### config.mk
export PLATFORM = sky130hd
export DESIGN_NAME = cuasi_arbiter
export DESIGN_NICKNAME = d
export VERILOG_FILES = /design/src/rtl/cuasi_arbiter.sv
export SDC_FILE = /design/constraint.sdc
export NUM_CORES = 1
export LEC_CHECK = 0
export ABC_AREA = 1
export CORE_ASPECT_RATIO = 1.1
export CORE_MARGIN = 10
export CORE_UTILIZATION = 44
export DETAILED_ROUTE_END_ITERATION = 12
export PLACE_DENSITY = 0.87
export SETUP_SLACK_MARGIN = 0.05
export SYNTH_ARGS = -nofsm -noshare
export SYNTH_HDL_FRONTEND = slang
export SYNTH_SLANG_ARGS = --single-unit
### constraint.sdc
create_clock -name clk -period 4 [get_ports clk]
set_input_delay 0.8 -clock clk [delete_from_list [all_inputs] [get_ports clk]]
set_output_delay 0.8 -clock clk [all_outputs]
set_load 0.005 [all_outputs]
### src/rtl/cuasi_arbiter.sv
// Two-requester round-robin arbiter sequencing shared access to one combinational Cuasi ALU.
// A grant latches the winner's operands, the result is captured one cycle later, then acked for one cycle.
module cuasi_arbiter #(
    parameter int WIDTH = 4
) (
    input  logic             clk,
    input  logic             rst,
    input  logic             req0,
    input  logic [WIDTH-1:0] a0,
    input  logic [WIDTH-1:0] b0,
    input  logic             sel0,
    input  logic             req1,
    input  logic [WIDTH-1:0] a1,
    input  logic [WIDTH-1:0] b1,
    input  logic             sel1,
    output logic             ack0,
    output logic             ack1,
    output logic [WIDTH-1:0] result,
    output logic             busy,
    output logic [WIDTH-1:0] alu_A,
    output logic [WIDTH-1:0] alu_B,
    output logic             alu_sel,
    input  logic [WIDTH-1:0] alu_C
);

    typedef enum logic [1:0] {IDLE, EXEC, RESP} state_t;

    state_t state;
    logic   gnt;
    logic   last_gnt;
    logic   pick1;

    // On a tie the requester that did not win last time is chosen.
    always_comb begin
        pick1 = 1'b0;
        if (req1 && (!req0 || !last_gnt))
            pick1 = 1'b1;
    end

    always_ff @(posedge clk) begin
        if (rst) begin
            state    <= IDLE;
            gnt      <= 1'b0;
            last_gnt <= 1'b1;
            ack0     <= 1'b0;
            ack1     <= 1'b0;
            busy     <= 1'b0;
            result   <= '0;
            alu_A    <= '0;
            alu_B    <= '0;
            alu_sel  <= 1'b0;
        end else begin
            case (state)
                IDLE: begin
                    if (req0 || req1) begin
                        if (pick1) begin
                            alu_A   <= a1;
                            alu_B   <= b1;
                            alu_sel <= sel1;
                        end else begin
                            alu_A   <= a0;
                            alu_B   <= b0;
                            alu_sel <= sel0;
                        end
                        gnt      <= pick1;
                        last_gnt <= pick1;
                        busy     <= 1'b1;
                        state    <= EXEC;
                    end
                end
                EXEC: begin
                    result <= alu_C;
                    ack0   <= ~gnt;
                    ack1   <= gnt;
                    state  <= RESP;
                end
                RESP: begin
                    ack0  <= 1'b0;
                    ack1  <= 1'b0;
                    busy  <= 1'b0;
                    state <= IDLE;
                end
                default: state <= IDLE;
            endcase
        end
    end

endmodule
==> summary.txt <==
Outcome
  – Status: finished clean

Clock network
  – Postcts setup bufs: 0
  – CTS Buffer Depth: 2
  – PostCTS Resize Cnt: 0
  – TritonCTS clock tree: done
  – Worst-Skew Late Latency: 0.29 ns
  – CTS sink cnt: 20
  – CTS Hold Bufs: 0
  – H-Tree Depth: 1
  – Clock-pin slew on the worst setup and hold paths: 0.12 ns
  – Num CTS Buffers: 3
  – Root Buffer: clkbuf_4

Route
  – Detailed Route WL: 2470 µm
  – DR vias/cell: 4.56
  – Antenna-violating nets left: 0
  – Routed wire per std cell: 11.9 µm
  – Pre-Repair DR Iteration Count: 4
  – # DRC: 0
  – DRT iter0 DRCs: 25
  – Vias: 949

STA
  – Tcrit/Tclk final: 49.4%
  – Clock Skew: 0.00632 ns
  – Highest clock rate: 506 MHz
  – Setup TNS Final: 0 ns
  – Min Tclk post-route: 1.98 ns
  – Tightest Pin Transition: 0.499 ns
  – Rel. slew slack: 66.7%
  – RSZ-0062 raised after global routing: no
  – Final hold viol count: 0
  – Max Transition Viols Final: 0
  – Hold slack: 0.493 ns
  – Setup violations, final: 0

Synth
  – Mapped Nets: 170
  – Synth cell types: 17
  – Top FF cell, synth: dfxtp_1
  – Simple-gate share of the synthesized area: 29.3%
  – Warning count from the yosys run: 0
  – Top cells by count, synth: 40 x nor2_1, 25 x nand2_1, 20 x dfxtp_1, 15 x inv_1, 9 x o21ai_0
  – Post-Synth XOR/XNOR Area: 0%
  – Main combinational cell family by area after synthesis: simple AND/OR/NAND/NOR gates
  – Compound-Gate Fraction of Synth Area: 12.3%
  – Post-synth top area share: 41.5%
  – Fraction of registers with async set/reset: 0%
  – Dominant cell type by area after synthesis: dfxtp_1
  – Mean post-synth cell area: 6.99 µm²
  – Top cells by area, synth: dfxtp_1 42%, nor2_1 16%, nand2_1 9.7%, ha_1 7.8%, inv_1 5.8%
  – Count leader, synth: nor2_1
  – Sequential share of the synthesized area: 41.5%
  – Mux contribution to synthesized area: 0%
  – Post-Synthesis Cells: 138
  – Mapped Area: 965 µm²
  – Synth Area in Adders: 7.78%
  – Number of flops mapped to enable cells by yosys: 0
  – Post-synthesis register bit count: 20

Global routing
  – Vias in the first global route: 961
  – Total track usage: 11.1%
  – Largest net degree at the start of global routing: 20
  – Initial antenna violation count: 0
  – Total gr overflow: 0
  – First-pass GRT wire length: 4250 µm

Final layout
  – Inserted Diodes: 0
  – Fin nets: 213
  – Area growth syn-to-layout: 47.1%
  – Fillers: 186
  – Design area: 0.00142 mm²
  – Layout cells sized above 1: 5.00%
  – Post-route insts no fill: 208

Setup path
  – Crit Path Class: flip-flop to output port
  – Slowest stage delay, CP: 0.52 ns
  – CP required: 3.20 ns
  – Worst path arrival time: 1.18 ns
  – Worst Path Buf+Inv: 1
  – Crit start category: flip-flop
  – Crit Path Max Fanout: 2
  – Cell Chain, Critical Path: clkdlybuf4s50_1
  – CP max-delay cell: clkdlybuf4s50_1
  – CP top delay family: buffers and inverters
  – Worst setup EP type: output port

Placement
  – PortBufs: 41
  – Instance area at placement: 0.00138 mm²
  – DP HPWL: 1990 µm
  – GP Congestion: 0.755
  – Inst Count DP: 204

Min path
  – Worst hold path type: flip-flop to flip-flop

Power
  – Lkg Pwr: 0.663 nW
  – Overall power: 547 µW
  – Power density over cell area: 386 mW/mm²
  – Maximum vdd ir drop: 0.233 mV

Die
  – Initial core utilization: 47.2%
  – Core area: 0.00204 mm²
  – Die W: 64.6 µm
  – Die Y: 69.1 µm
  – Top Ports: 42
  – Total die area: 0.00447 mm²
  – Rows: 17

Flow run
  – Maxcap violations: 0
## final timing paths
path	start	endpoint	slack, ns	cells after the start
max	alu_B[3]	alu_B[3]	2.02	1
min	gnt	gnt	0.49	2
max reg2reg	state[0]	alu_A[2]	2.46	7
min reg2reg	gnt	gnt	0.49	2
## state kept, by name, indices dropped and copies added, names as in the netlist, 2 cells and up
register  cells
alu_A         4
alu_B         4
result        4
state         2
## worst reg2reg max path, stage by stage (launching register included)
cell     delay (ns)
dfxtp_1        0.36
inv_1          0.15
ha_1           0.25
inv_2          0.08
nor2_4         0.35
nand2_1        0.10
nor2_1         0.12
nor2_1         0.05
## cells in the final DEF, fill, tap and decap left out, drive strengths merged
| cell type | instances |
|---|---|
| nor2 | 42 |
| clkdlybuf4s50 | 41 |
| nand2 | 26 |
| dfxtp | 20 |
| o21ai | 18 |
| inv | 16 |
| ha | 6 |
| clkbuf | 4 |
| nand3 | 3 |
| a21oi | 3 |
| o211a | 1 |
## kinds of logic after synthesis
family,count (synthesis)
buffers and inverters,19
AND/OR/NAND/NOR,71
AO/OA/AOI/OAI,22
flip-flops,20
adder cells (fa/ha/maj),6
## metal layers
layer | wire [µm] | global-route usage (%) | share of wire [%] | vias to the layer above
li1 | - | - | - | 507
met1 | 1030 | 11.2 | 42 | 405
met2 | 1150 | 19.3 | 46 | 35
met3 | 284 | 6.12 | 12 | 2
met4 | 8 | 2.36 | 0.32 | 0
met5 | 0 | 0 | 0 | -
## through the flow
step | util (%) | worst slack [ns]
finish | 69.5 | 2.02
global route | 69.5 | 1.97
detailed placement | 67.7 | 1.86
floorplan | - | 2.57
CTS | 69.5 | 2.01
global placement | 67.7 | 1.93
## final cells by class
| cell class | instances | area, µm² | area share, % |
|---|---|---|---|
| multi-input combinational | 99 | 477 | 33.6 |
| timing repair buffer | 41 | 410 | 28.9 |
| sequential | 20 | 400 | 28.2 |
| inverter | 16 | 60.1 | 4.23 |
| clock buffer | 4 | 36.3 | 2.56 |
| tap | 28 | 35.0 | 2.47 |
## where the power goes
| part | internal, mW | switching (mW) |
|---|---|---|
| clock | 0.0553 | 0.0607 |
| combinational | 0.0990 | 0.0832 |
| sequential | 0.231 | 0.0184 |
| total | 0.385 | 0.162 |
(Power assumes the default switching activity.)
